<file path="src/rtl/afifo_rd_burst_ctrl_if.sv">
// FIFO read port plus burst announcement and data stream between the
// read-side burst scheduler and its FIFO and consumer.
interface afifo_rd_burst_ctrl_if #(
  parameter int unsigned DATA_W = 64,
  parameter int unsigned LVL_W  = 9,
  parameter int unsigned LEN_W  = 5
);
  logic              fifo_rd_en;
  logic              fifo_rd_empty;
  logic [LVL_W-1:0]  fifo_rd_water_level;
  logic [DATA_W-1:0] fifo_rd_data;
  logic              burst_req;
  logic [LEN_W-1:0]  burst_len;
  logic              burst_ack;
  logic              m_valid;
  logic [DATA_W-1:0] m_data;
  logic              m_last;
  logic              m_ready;

  modport master (
    output fifo_rd_en,
    input  fifo_rd_empty, fifo_rd_water_level, fifo_rd_data,
    output burst_req, burst_len,
    input  burst_ack,
    output m_valid, m_data, m_last,
    input  m_ready
  );

  modport slave (
    input  fifo_rd_en,
    output fifo_rd_empty, fifo_rd_water_level, fifo_rd_data,
    input  burst_req, burst_len,
    output burst_ack,
    input  m_valid, m_data, m_last,
    output m_ready
  );
endinterface

</file>
<file path="src/rtl/afifo_rd_burst_ctrl.sv">
// Read-domain burst scheduler: drains the async FIFO in full bursts, flushes
// residue as a short burst on timeout or flush, streams through a 2-entry skid.
module afifo_rd_burst_ctrl #(
  parameter int unsigned DATA_W    = 64,
  parameter int unsigned LVL_W     = 9,
  parameter int unsigned BURST_LEN = 16,
  parameter int unsigned LEN_W     = 5,
  parameter int unsigned TIMEOUT   = 255,
  parameter int unsigned TO_W      = 8
) (
  input  logic                  rd_clk,
  input  logic                  rd_rst,
  input  logic                  enable,
  input  logic                  flush,
  afifo_rd_burst_ctrl_if.master bus,
  output logic                  busy,
  output logic [15:0]           burst_cnt
);

  typedef enum logic [1:0] {IDLE, REQ, XFER, GAP} state_t;

  state_t            state;
  logic [LEN_W-1:0]  len;
  logic [LEN_W-1:0]  issued;
  logic [LEN_W-1:0]  out_cnt;
  logic [TO_W-1:0]   timer;
  logic [DATA_W-1:0] skid0;
  logic [DATA_W-1:0] skid1;
  logic [1:0]        occ;
  logic              inflight;

  logic [LVL_W-1:0]  lvl;
  logic              full_lvl;
  logic              partial;
  logic              pop;
  logic              rd_en_c;

  assign lvl      = bus.fifo_rd_water_level;
  assign full_lvl = lvl >= LVL_W'(BURST_LEN);
  assign partial  = (lvl != '0) && !full_lvl;
  assign pop      = (occ != 2'd0) && bus.m_ready;

  // Issue only while the skid can absorb every word already requested,
  // counting the head beat that leaves this cycle so a ready consumer sees 1 beat/cycle.
  assign rd_en_c = (state == XFER) && (issued < len) && !bus.fifo_rd_empty &&
                   ((3'(occ) + 3'(inflight)) < (3'd2 + 3'(pop)));

  assign bus.fifo_rd_en = rd_en_c;
  assign bus.burst_req  = (state == REQ);
  assign bus.burst_len  = len;
  assign bus.m_valid    = (occ != 2'd0);
  assign bus.m_data     = skid0;
  assign bus.m_last     = (occ != 2'd0) && (out_cnt == len - LEN_W'(1));
  assign busy           = (state != IDLE);

  always_ff @(posedge rd_clk or posedge rd_rst) begin
    if (rd_rst) begin
      state     <= IDLE;
      len       <= '0;
      issued    <= '0;
      out_cnt   <= '0;
      timer     <= '0;
      skid0     <= '0;
      skid1     <= '0;
      occ       <= 2'd0;
      inflight  <= 1'b0;
      burst_cnt <= 16'd0;
    end else begin
      inflight <= rd_en_c;
      if (rd_en_c) issued <= issued + LEN_W'(1);

      // Skid buffer: write the word requested last cycle, pop the head on a beat
      unique case ({inflight, pop})
        2'b10: begin
          if (occ == 2'd0) skid0 <= bus.fifo_rd_data;
          else             skid1 <= bus.fifo_rd_data;
          occ <= occ + 2'd1;
        end
        2'b01: begin
          skid0 <= skid1;
          occ   <= occ - 2'd1;
        end
        2'b11: begin
          if (occ == 2'd1) begin
            skid0 <= bus.fifo_rd_data;
          end else begin
            skid0 <= skid1;
            skid1 <= bus.fifo_rd_data;
          end
        end
        default: ;
      endcase

      unique case (state)
        IDLE: begin
          if (enable && full_lvl) begin
            len   <= LEN_W'(BURST_LEN);
            timer <= '0;
            state <= REQ;
          end else if (enable && partial && ((timer == TO_W'(TIMEOUT)) || flush)) begin
            len   <= LEN_W'(lvl);
            timer <= '0;
            state <= REQ;
          end else if (enable && partial) begin
            if (timer != TO_W'(TIMEOUT)) timer <= timer + TO_W'(1);
          end else begin
            timer <= '0;
          end
        end
        REQ: begin
          if (bus.burst_ack) begin
            issued  <= '0;
            out_cnt <= '0;
            state   <= XFER;
          end
        end
        XFER: begin
          if (pop) begin
            out_cnt <= out_cnt + LEN_W'(1);
            if (out_cnt == len - LEN_W'(1)) begin
              burst_cnt <= burst_cnt + 16'd1;
              state     <= GAP;
            end
          end
        end
        GAP:     state <= IDLE;
        default: state <= IDLE;
      endcase
    end
  end

endmodule

</file>
<file path="src/flat_wrapper.sv">
// flat-port wrapper written by rule: the top's interface ports become plain ports
module afifo_rd_burst_ctrl_flat 
#(
  parameter int unsigned DATA_W    = 64,
  parameter int unsigned LVL_W     = 9,
  parameter int unsigned BURST_LEN = 16,
  parameter int unsigned LEN_W     = 5,
  parameter int unsigned TIMEOUT   = 255,
  parameter int unsigned TO_W      = 8
)
  (rd_clk, rd_rst, enable, flush, busy, burst_cnt, bus_fifo_rd_en, bus_fifo_rd_empty, bus_fifo_rd_water_level, bus_fifo_rd_data, bus_burst_req, bus_burst_len, bus_burst_ack, bus_m_valid, bus_m_data, bus_m_last, bus_m_ready);
  afifo_rd_burst_ctrl_if #(.DATA_W(DATA_W), .LVL_W(LVL_W), .LEN_W(LEN_W)) bus_i ();
  input  logic rd_clk;
  input  logic rd_rst;
  input  logic enable;
  input  logic flush;
  output logic busy;
  output logic [15:0] burst_cnt;
  output wire logic [$bits(bus_i.fifo_rd_en)-1:0] bus_fifo_rd_en;
  input wire logic [$bits(bus_i.fifo_rd_empty)-1:0] bus_fifo_rd_empty;
  input wire logic [$bits(bus_i.fifo_rd_water_level)-1:0] bus_fifo_rd_water_level;
  input wire logic [$bits(bus_i.fifo_rd_data)-1:0] bus_fifo_rd_data;
  output wire logic [$bits(bus_i.burst_req)-1:0] bus_burst_req;
  output wire logic [$bits(bus_i.burst_len)-1:0] bus_burst_len;
  input wire logic [$bits(bus_i.burst_ack)-1:0] bus_burst_ack;
  output wire logic [$bits(bus_i.m_valid)-1:0] bus_m_valid;
  output wire logic [$bits(bus_i.m_data)-1:0] bus_m_data;
  output wire logic [$bits(bus_i.m_last)-1:0] bus_m_last;
  input wire logic [$bits(bus_i.m_ready)-1:0] bus_m_ready;
  assign bus_fifo_rd_en = bus_i.fifo_rd_en;
  assign bus_i.fifo_rd_empty = bus_fifo_rd_empty;
  assign bus_i.fifo_rd_water_level = bus_fifo_rd_water_level;
  assign bus_i.fifo_rd_data = bus_fifo_rd_data;
  assign bus_burst_req = bus_i.burst_req;
  assign bus_burst_len = bus_i.burst_len;
  assign bus_i.burst_ack = bus_burst_ack;
  assign bus_m_valid = bus_i.m_valid;
  assign bus_m_data = bus_i.m_data;
  assign bus_m_last = bus_i.m_last;
  assign bus_i.m_ready = bus_m_ready;
  afifo_rd_burst_ctrl #(.DATA_W(DATA_W), .LVL_W(LVL_W), .BURST_LEN(BURST_LEN), .LEN_W(LEN_W), .TIMEOUT(TIMEOUT), .TO_W(TO_W)) u_core (.rd_clk(rd_clk), .rd_rst(rd_rst), .enable(enable), .flush(flush), .bus(bus_i), .busy(busy), .burst_cnt(burst_cnt));
endmodule
</file>
<file path="config.mk">
export PLATFORM = sky130hd
export DESIGN_NAME = afifo_rd_burst_ctrl_flat
export DESIGN_NICKNAME = d
export VERILOG_FILES = /design/src/rtl/afifo_rd_burst_ctrl_if.sv /design/src/rtl/afifo_rd_burst_ctrl.sv /design/src/flat_wrapper.sv
export SDC_FILE = /design/constraint.sdc
export NUM_CORES = 1
export LEC_CHECK = 0
export BUFFER_PORTS_ARGS = -buffer_cell sky130_fd_sc_hd__buf_2
export CAP_MARGIN = 40
export CORE_UTILIZATION = 30
export CTS_CLUSTER_SIZE = 10
export DETAILED_ROUTE_END_ITERATION = 12
export GPL_TIMING_DRIVEN = 0
export PLACE_DENSITY = 0.56
export SYNTH_ARGS = -nofsm -noshare
export SYNTH_HDL_FRONTEND = slang
export SYNTH_SLANG_ARGS = --single-unit
</file>
<file path="constraint.sdc">
create_clock -name rd_clk -period 7.5 [get_ports rd_clk]
set_input_delay 0.375 -clock rd_clk [delete_from_list [all_inputs] [get_ports rd_clk]]
set_output_delay 0.375 -clock rd_clk [all_outputs]
set_load 0.01 [all_outputs]
</file>
After elaboration in Yosys (flattened, before gate mapping)
Cells that the tools add are included.
Operators by class
  magnitude comparators: 3
  muxes and demuxes: 25
  eq/ne operators: 18
  bitwise logic cells: 0
  add/subtract/negate cells: 9
  divide/modulo/power cells: 0
  multiply operators: 0
  shifts and indexed selects: 0
  reductions and logical operators: 29
Operator list (number)
  two-way mux 64 bit: 4
  case mux 64 bit (3 select lines): 1
  case mux 64 bit (2 select lines): 1
  two-way mux 5 bit: 7
  two-way mux 8 bit: 4
  adder 16 x 1 -> 16 bit, second input constant: 1
  nonzero test 2 bit: 6
  adder 5 x 1 -> 5 bit, second input constant: 2
  two-way mux 2 bit: 5
  case mux 5 bit (2 select lines): 1
  greater-or-equal comparator 9 x 5 -> 1 bit, second input constant: 1
  logical AND 1 bit: 9
  AND reduction 3 bit: 3
  nonzero test 9 bit: 1
  adder 8 x 1 -> 8 bit, second input constant: 1
  == test 2 bit, second input constant: 4
  == test 8 bit, second input constant: 1
  != test 8 bit, second input constant: 1
  case mux 2 bit (4 select lines): 1
  == test 2 x 1 -> 1 bit, second input constant: 3
  != test 2 x 1 -> 1 bit, second input constant: 3
  != test 2 bit, second input constant: 3
  AND reduction 2 bit: 3
  == test 5 bit: 1
  other kinds (15): 17
Storage, ports and cells
  output and inout bits: 90
  memory bits (writable): 0
  register bits after elaboration: 172
  word-level logic and storage cells: 94
  memory bits (read-only): 0
  memories kept: 0
  bits in latches: 0

Logic depth before layout (Yosys ltp)
Gate-level depths: netlist of the first run.
  depth in word-level cells: 8
  gate-level depth with buffers: 10
  gate-level depth less buffers: 9

Least setup slack after synthesis of the first run
No wires, ideal clock.
  kind: reg-to-reg
  start: register u_core.occ[0]
  end: register u_core.skid1[0]
  path slack: 4.957 ns
  period minus slack after synthesis: 2.543 ns
  cell stages (with the launch flop): 10
  arrival time: 2.418 ns
  library setup time: 0.125 ns
  required time: 7.375 ns
  cells stage by stage: dfrtp_1 > inv_1 > ha_1 > nand2b_4 > inv_1 > ha_1 > o21ai_0 > a21oi_1 > clkbuf_1 > mux2_2
On the way
  word-level cells in the longest chain between the ends: 5
  elaborated cells on any way between the ends: 11
  those cells by class: eq/ne (5); mux (1); reduce/logical (5)
RTL lines
  start: declaration: line afifo_rd_burst_ctrl.sv:29  | logic [1:0] occ;
  start signal: assignment: line afifo_rd_burst_ctrl.sv:77  | occ <= occ + 2'd1;
  start signal: assignment: line afifo_rd_burst_ctrl.sv:81  | occ <= occ - 2'd1;
  nonzero test 2 bit: line afifo_rd_burst_ctrl.sv:41  | assign pop = (occ != 2'd0) && bus.m_ready;
  logical AND 1 bit: line afifo_rd_burst_ctrl.sv:41
  == test 2 bit: line afifo_rd_burst_ctrl.sv:73  | unique case ({inflight, pop})
  != test 2 bit (no source line) / nonzero test 2 bit (equally long branches)
  AND reduction 3 bit (no source line)
  end signal: assignment: line afifo_rd_burst_ctrl.sv:76  | else skid1 <= bus.fifo_rd_data;
  end signal: assignment: line afifo_rd_burst_ctrl.sv:88  | skid1 <= bus.fifo_rd_data;
  end: declaration: line afifo_rd_burst_ctrl.sv:28  | logic [DATA_W-1:0] skid1;
Parallel ways exist; a longest one is shown, timed or not.
A chain may end at the register's enable or synchronous reset.

Final worst setup path of the first run
  start: register u_core.occ[0]
  end: register u_core.skid1[55]
Same word-level chain as after synthesis.

==> impl_metrics.yaml, run 1 <==
timing:
  max_slew.worst_pin.slew_ps: 686
  min_period_over_period_pct: 43.5
  timing.hold.ws_ps: -3.07
  setup_tns_ps: 0
  max-slew-margin-rel_pct: 54.2
  setup_ws_ps: 4240
  timing.fmax_mhz: 307
  slew_viol_final: 0
  hold_violations: 1
  skew_ps: 7.83
  fin_crit_ps: 3260
  rsz0062_at_grt: "false"
  setup_violations: 0
logic_synthesis:
  yosys-top-cells-count: "dfrtp_1, nand2_1, o21ai_0"
  synthDominantCellAreaShare_pct: 56.4
  async_flop_share_pct: 100
  netlist_instances: 669
  synth-main-ff-cell: "dfrtp_1"
  yosysSeqAreaShare_pct: 56.4
  ys_warn_count: 0
  syn_avg_cell_area_um2: 11.4
  synth_top_cells_by_area: "dfrtp_1, mux2_2, a22oi_1, o21ai_0, nand2_1"
  synth.most_common_cell: "dfrtp_1"
  synth.largest_area_cell: "dfrtp_1"
  syn_area_um2: 7640
  yosysUniqueCellTypes: 44
  ys_ff_latch: 172
  synth.net_count: 768
  synth_edf_count: 0
power_and_ir_drop:
  p_per_area_nw_per_um2: 406
  p_leak_nw: 4.48
  peakVddDrop_mv: 0.141
layout:
  final_core_util_pct: 37.9
  area_growth_pct: 24.7
  drive_gt1_share_pct: 32.3
  nets: 959
  num-fill-cells: 2548
global_route:
  grt_util_met1_pct: 20.3
  grt_util_met3_pct: 4.31
  track_usage_pct: 15.0
  grt_pass1_wl_um: 30400
  gr-total-overflow: 0
  grt_antenna_before_repair: 3
  busiest_layer: "met2"
  grt_pass1_vias: 5600
  grt_util_met2_pct: 23.0
  grt_max_degree: 99
worst_setup_path:
  critPathLaunch: "u_core.occ[0]"
  crit_path_start_kind: "flip-flop"
  r2r_setup_slack_ps: 4240
  required_ps: 7800
  cp.arrival_ps: 3560
  cp-end-kind: "flip-flop"
  r2r_start: "u_core.occ[0]"
  critPathMaxFanout: 10
  critPathKind: "flip-flop to flip-flop"
hold_path:
  hold_class: "input port to asynchronous set/reset pin"
drt:
  via_per_inst: 4.66
  totalWireLength_um: 18900
  dr.pass1.iters: 6
  drtIter0Drc: 299
  drt-wirelength-per-cell_um: 15.7
  vias: 5614
  ant_nets: 0
  drc: 0
floorplanning:
  die_x_um: 162
  io_pins: 170
  die_area_um2: 26100
  die_h_um: 162
  core_area_um2: 25100
  initial_core_util_pct: 30.4
  rows: 58
placed_design:
  numPortBuffers: 169
  pre_cts_slack_ps: 4180
  dp_hpwl_um: 13200
  gp_congestion: 0.752
cts:
  postCtsSetupRepairBufs: 0
  cts.sinks: 172
  cts-root-buf: "clkbuf_16"
  cts_buffer_depth: 2
  clkLatencyLatePin_ps: 420
  h-tree-depth: 4
  ctsResizeCount: 0
  holdBufCountCts: 0
  path_clk_slew_ps: 70
  numCtsBuffers: 17
  cts_tree: "built"
status:
  status: "finished with violations"
  violations: "negative hold slack"
run:
  maxCapViolCount: 0
-- path summary, 6_finish.rpt --
path	to	cells after the start
worst max-delay path	u_core.skid1[55]	10
worst min-delay path	u_core.timer[1]	2
worst max register to register	u_core.skid1[55]	10
worst min register to register	u_core.bus.m_data[4]	2
max in group asynchronous	u_core.bus.m_data[18]	3
min in group rd_clk	u_core.skid1[36]	2
-- routing by layer --
metal | up-vias | share of wire (%)
met2 | 125 | 45
met5 | - | 0.053
li1 | 2761 | -
met1 | 2716 | 48
met4 | 2 | 1.1
met3 | 10 | 5.3
-- cells by family after synthesis --
kind of cell / Yosys count / synth area share [%]
fa+ha+maj: 19 / 3.11
simple gates: 146 / 9.14
compound gates: 174 / 14.7
buf+inv: 57 / 2.85
xor+xnor: 30 / 3.44
mux: 71 / 10.4
flops: 172 / 56.4
-- power by group --
part	internal (mW)	switching (mW)
logic	0.650	0.823
registers	1.30	0.207
clock network	0.475	0.407
-- worst max-delay path, cell delays in order (launching register included) --
cell,delay (ps)
dfrtp_1,410
inv_1,60
ha_1,280
nand2b_4,190
inv_1,130
ha_1,240
o21ai_0,110
a21oi_1,550
buf_4,280
clkbuf_1,490
mux2_2,400
-- metrics by stage --
stage                     instances  hold slack [ps]  power [mW]  area (µm²)
after floorplan                 669              461        2.50        7640
after global placement         1168              452        2.99        8890
after detailed placement       1171              465        3.03        8940
after CTS                      1203             27.5        3.93        9520
after global routing           1204             16.5        4.16        9520
final                          1205            -3.07        3.86        9520
-- cell type report --
type	count	area, µm²	share of cell area, %
diodes	2	5.00	0.0525
plain buffers	37	143	1.50
clock buffers	18	439	4.61
clock inverters	14	135	1.42
inverters	20	82.6	0.867
multi-input cells	440	3110	32.7
flip-flops and latches	172	4300	45.2
well taps	330	413	4.34
repair buffers	172	888	9.33
-- flip-flops by register name, indices dropped and copies added (netlist names) --
register and cells:
u_core.occ 2, u_core.inflight 1, u_core.burst_cnt 16, u_core.timer 8, u_core.skid1 64, u_core.out_cnt 5, u_core.issued 5, u_core.state 2
u_core.bus.m_data 64, u_core.bus.burst_len 5
-- cells in the final DEF (no fill, tap or decap), types with 3 or more instances in the layout --
master,count
dfrtp_1,172
buf_2,169
nand2_1,86
o21ai_0,84
mux2_2,67
a22oi_1,64
clkbuf_1,36
xnor2_1,19
inv_1,19
ha_1,19
nor2_1,17
clkbuf_16,17
xor2_1,11
nand3_1,11
nand4_1,6
and3_1,6
mux2i_1,4
nand2b_1,4
o2bb2ai_1,3
a21oi_1,3
buf_4,3
a211o_1,3
a21o_1,3
a211oi_1,3
inv_8,3
inv_6,3
clkinv_2,3
clkinv_4,3
No activity file was read; power rests on OpenSTA's default activity.
==> run 2: changes to the inputs <==
- PLACE_DENSITY: 0.56 -> 0.58
- clock period: 7.5 -> 2.64 ns (I/O delays scaled with it)
==> run 2 against run 1 <==
The flow now finishes without violations. Fmax up 32%. Clock power grew to 2.8 times the previous value. Total power increased to 2.9 times the previous value. Hold slack gained 120 ps. Critical endpoint is now u_core.skid1[28].
==> impl_metrics.yaml, run 2 (same netlist as run 1, synthesis figures left out) <==
status:
  status: "finished clean"
cts:
  h-tree-depth: 4
  clkLatencyLatePin_ps: 430
  path_clk_slew_ps: 70
  cts-root-buf: "clkbuf_16"
  cts_tree: "built"
  numCtsBuffers: 17
  cts_buffer_depth: 2
  cts.sinks: 172
floorplanning:
  rows: 58
  initial_core_util_pct: 30.4
  die_h_um: 162
  die_x_um: 162
  io_pins: 170
  core_area_um2: 25100
  die_area_um2: 26100
worst_setup_path:
  crit_family: "buffers and inverters"
  critPathKind: "flip-flop to flip-flop"
  cp.arrival_ps: 2780
  crit_path_start_kind: "flip-flop"
  critPathMaxFanout: 10
  crit_chain: "inv_1, ha_2, nand2b_4, clkinvlp_4, ha_4, a21oi_2, buf_4, buf_4, clkbuf_4, mux2_2"
  critical_path_depth: 10
  crit_path_top_delay_cell: "dfrtp_1"
  cp-end-kind: "flip-flop"
  crit_buf_inv: 5
  crit_path_max_incr_delay_ps: 430
  crit_top_cell: "buf_4"
  reg2reg_depth: 10
  required_ps: 2950
global_route:
  grt_max_degree: 38
  grt_pass1_wl_um: 31800
  track_usage_pct: 15.7
  grt_pass1_vias: 6087
  grt_antenna_before_repair: 0
  gr-total-overflow: 0
drt:
  drtIter0Drc: 299
  drt-wirelength-per-cell_um: 15.3
  ant_nets: 0
  dr.pass1.iters: 4
  vias: 5952
  totalWireLength_um: 19500
  via_per_inst: 4.66
  drc: 0
power_and_ir_drop:
  p_leak_nw: 4.90
  peakVddDrop_mv: 0.456
  p_per_area_nw_per_um2: 1080
  totalPowerFinal_mw: 11.2
timing:
  fin_crit_ps: 2470
  rsz0062_at_grt: "false"
  timing.fmax_mhz: 405
  max_slew.worst_pin.slew_ps: 640
  skew_ps: 17.6
  timing.hold.ws_ps: 117
  slew_viol_final: 0
  setup_violations: 0
  max-slew-margin-rel_pct: 57.3
  min_period_over_period_pct: 93.5
  setup_tns_ps: 0
  setup_ws_ps: 171
  hold_violations: 0
layout:
  nets: 1035
  n_antenna_cell: 0
  drive_gt1_share_pct: 33.5
  stdcell_area_um2: 10400
  final_common_cell: "dfrtp_1"
  num-fill-cells: 2450
  final_core_util_pct: 41.5
  finalNonFillerCells: 1278
  area_growth_pct: 36.5
  final_cell_mix: "dfrtp_1, buf_2, nand2_1, o21ai_0, dlygate4sd3_1"
run:
  maxCapViolCount: 0
placed_design:
  gp_congestion: 0.761
  pre_cts_slack_ps: -853
  numPortBuffers: 169
  dp.cells: 1175
  dp_hpwl_um: 13800
  placed_area_um2: 9020
hold_path:
  hold_class: "input port to flip-flop"
  hold_depth: 3
[run 2: worst reg2reg max path, cell delays in order, from the launching register on]
cell,delay [ps]
dfrtp_1,430
inv_1,80
ha_2,240
nand2b_4,190
clkinvlp_4,160
ha_4,220
a21oi_2,150
buf_4,140
buf_4,160
clkbuf_4,240
mux2_2,360
[run 2: final timing paths]
kind | startpoint | end | slack [ps]
min in group asynchronous | rd_rst | u_core.bus.m_data[1] | 340
max reg2reg | u_core.occ[0] | u_core.skid1[28] | 170
max in group asynchronous | rd_rst | u_core.skid1[28] | 1290
max | u_core.occ[0] | u_core.skid1[28] | 170
min | enable | u_core.bus.burst_len[4] | 120
min reg2reg | u_core.burst_cnt[15] | u_core.burst_cnt[15] | 460
[run 2: cell type report]
class | count | area [µm²] | share of cell area, %
clock buffers | 20 | 467 | 4.48
repair buffers | 250 | 1700 | 16.3
plain buffers | 35 | 186 | 1.79
well taps | 330 | 413 | 3.96
inverters | 20 | 82.6 | 0.792
multi-input cells | 440 | 3170 | 30.4
clock inverters | 11 | 109 | 1.04
flip-flops and latches | 172 | 4300 | 41.3
[run 2: report_power, final]
| group | internal (mW) | total, mW | switching, mW |
|---|---|---|---|
| clock | 1.38 | 2.49 | 1.11 |
| sequential | 3.70 | 4.29 | 0.592 |
| combinational | 2.04 | 4.45 | 2.40 |
[run 2: what timing repair did]
item,4_1_cts,5_1_grt
hold buffers,69,0
setup endpoints to repair,132,87
gates resized for setup,29,19
buffers inserted,5,0
pin swaps,1,0
cloned,0,0
endpoints found under the hold margin,95,0
[run 2: per-layer routing]
metal	wire length [µm]	share of wire [%]	track usage [%]	up-vias
met4	255	1.3	5.15	0
met5	0	0	0	-
met3	820	4.2	3.72	21
met2	9390	48	26.0	121
met1	9080	46	20.0	2885
li1	-	-	-	2925
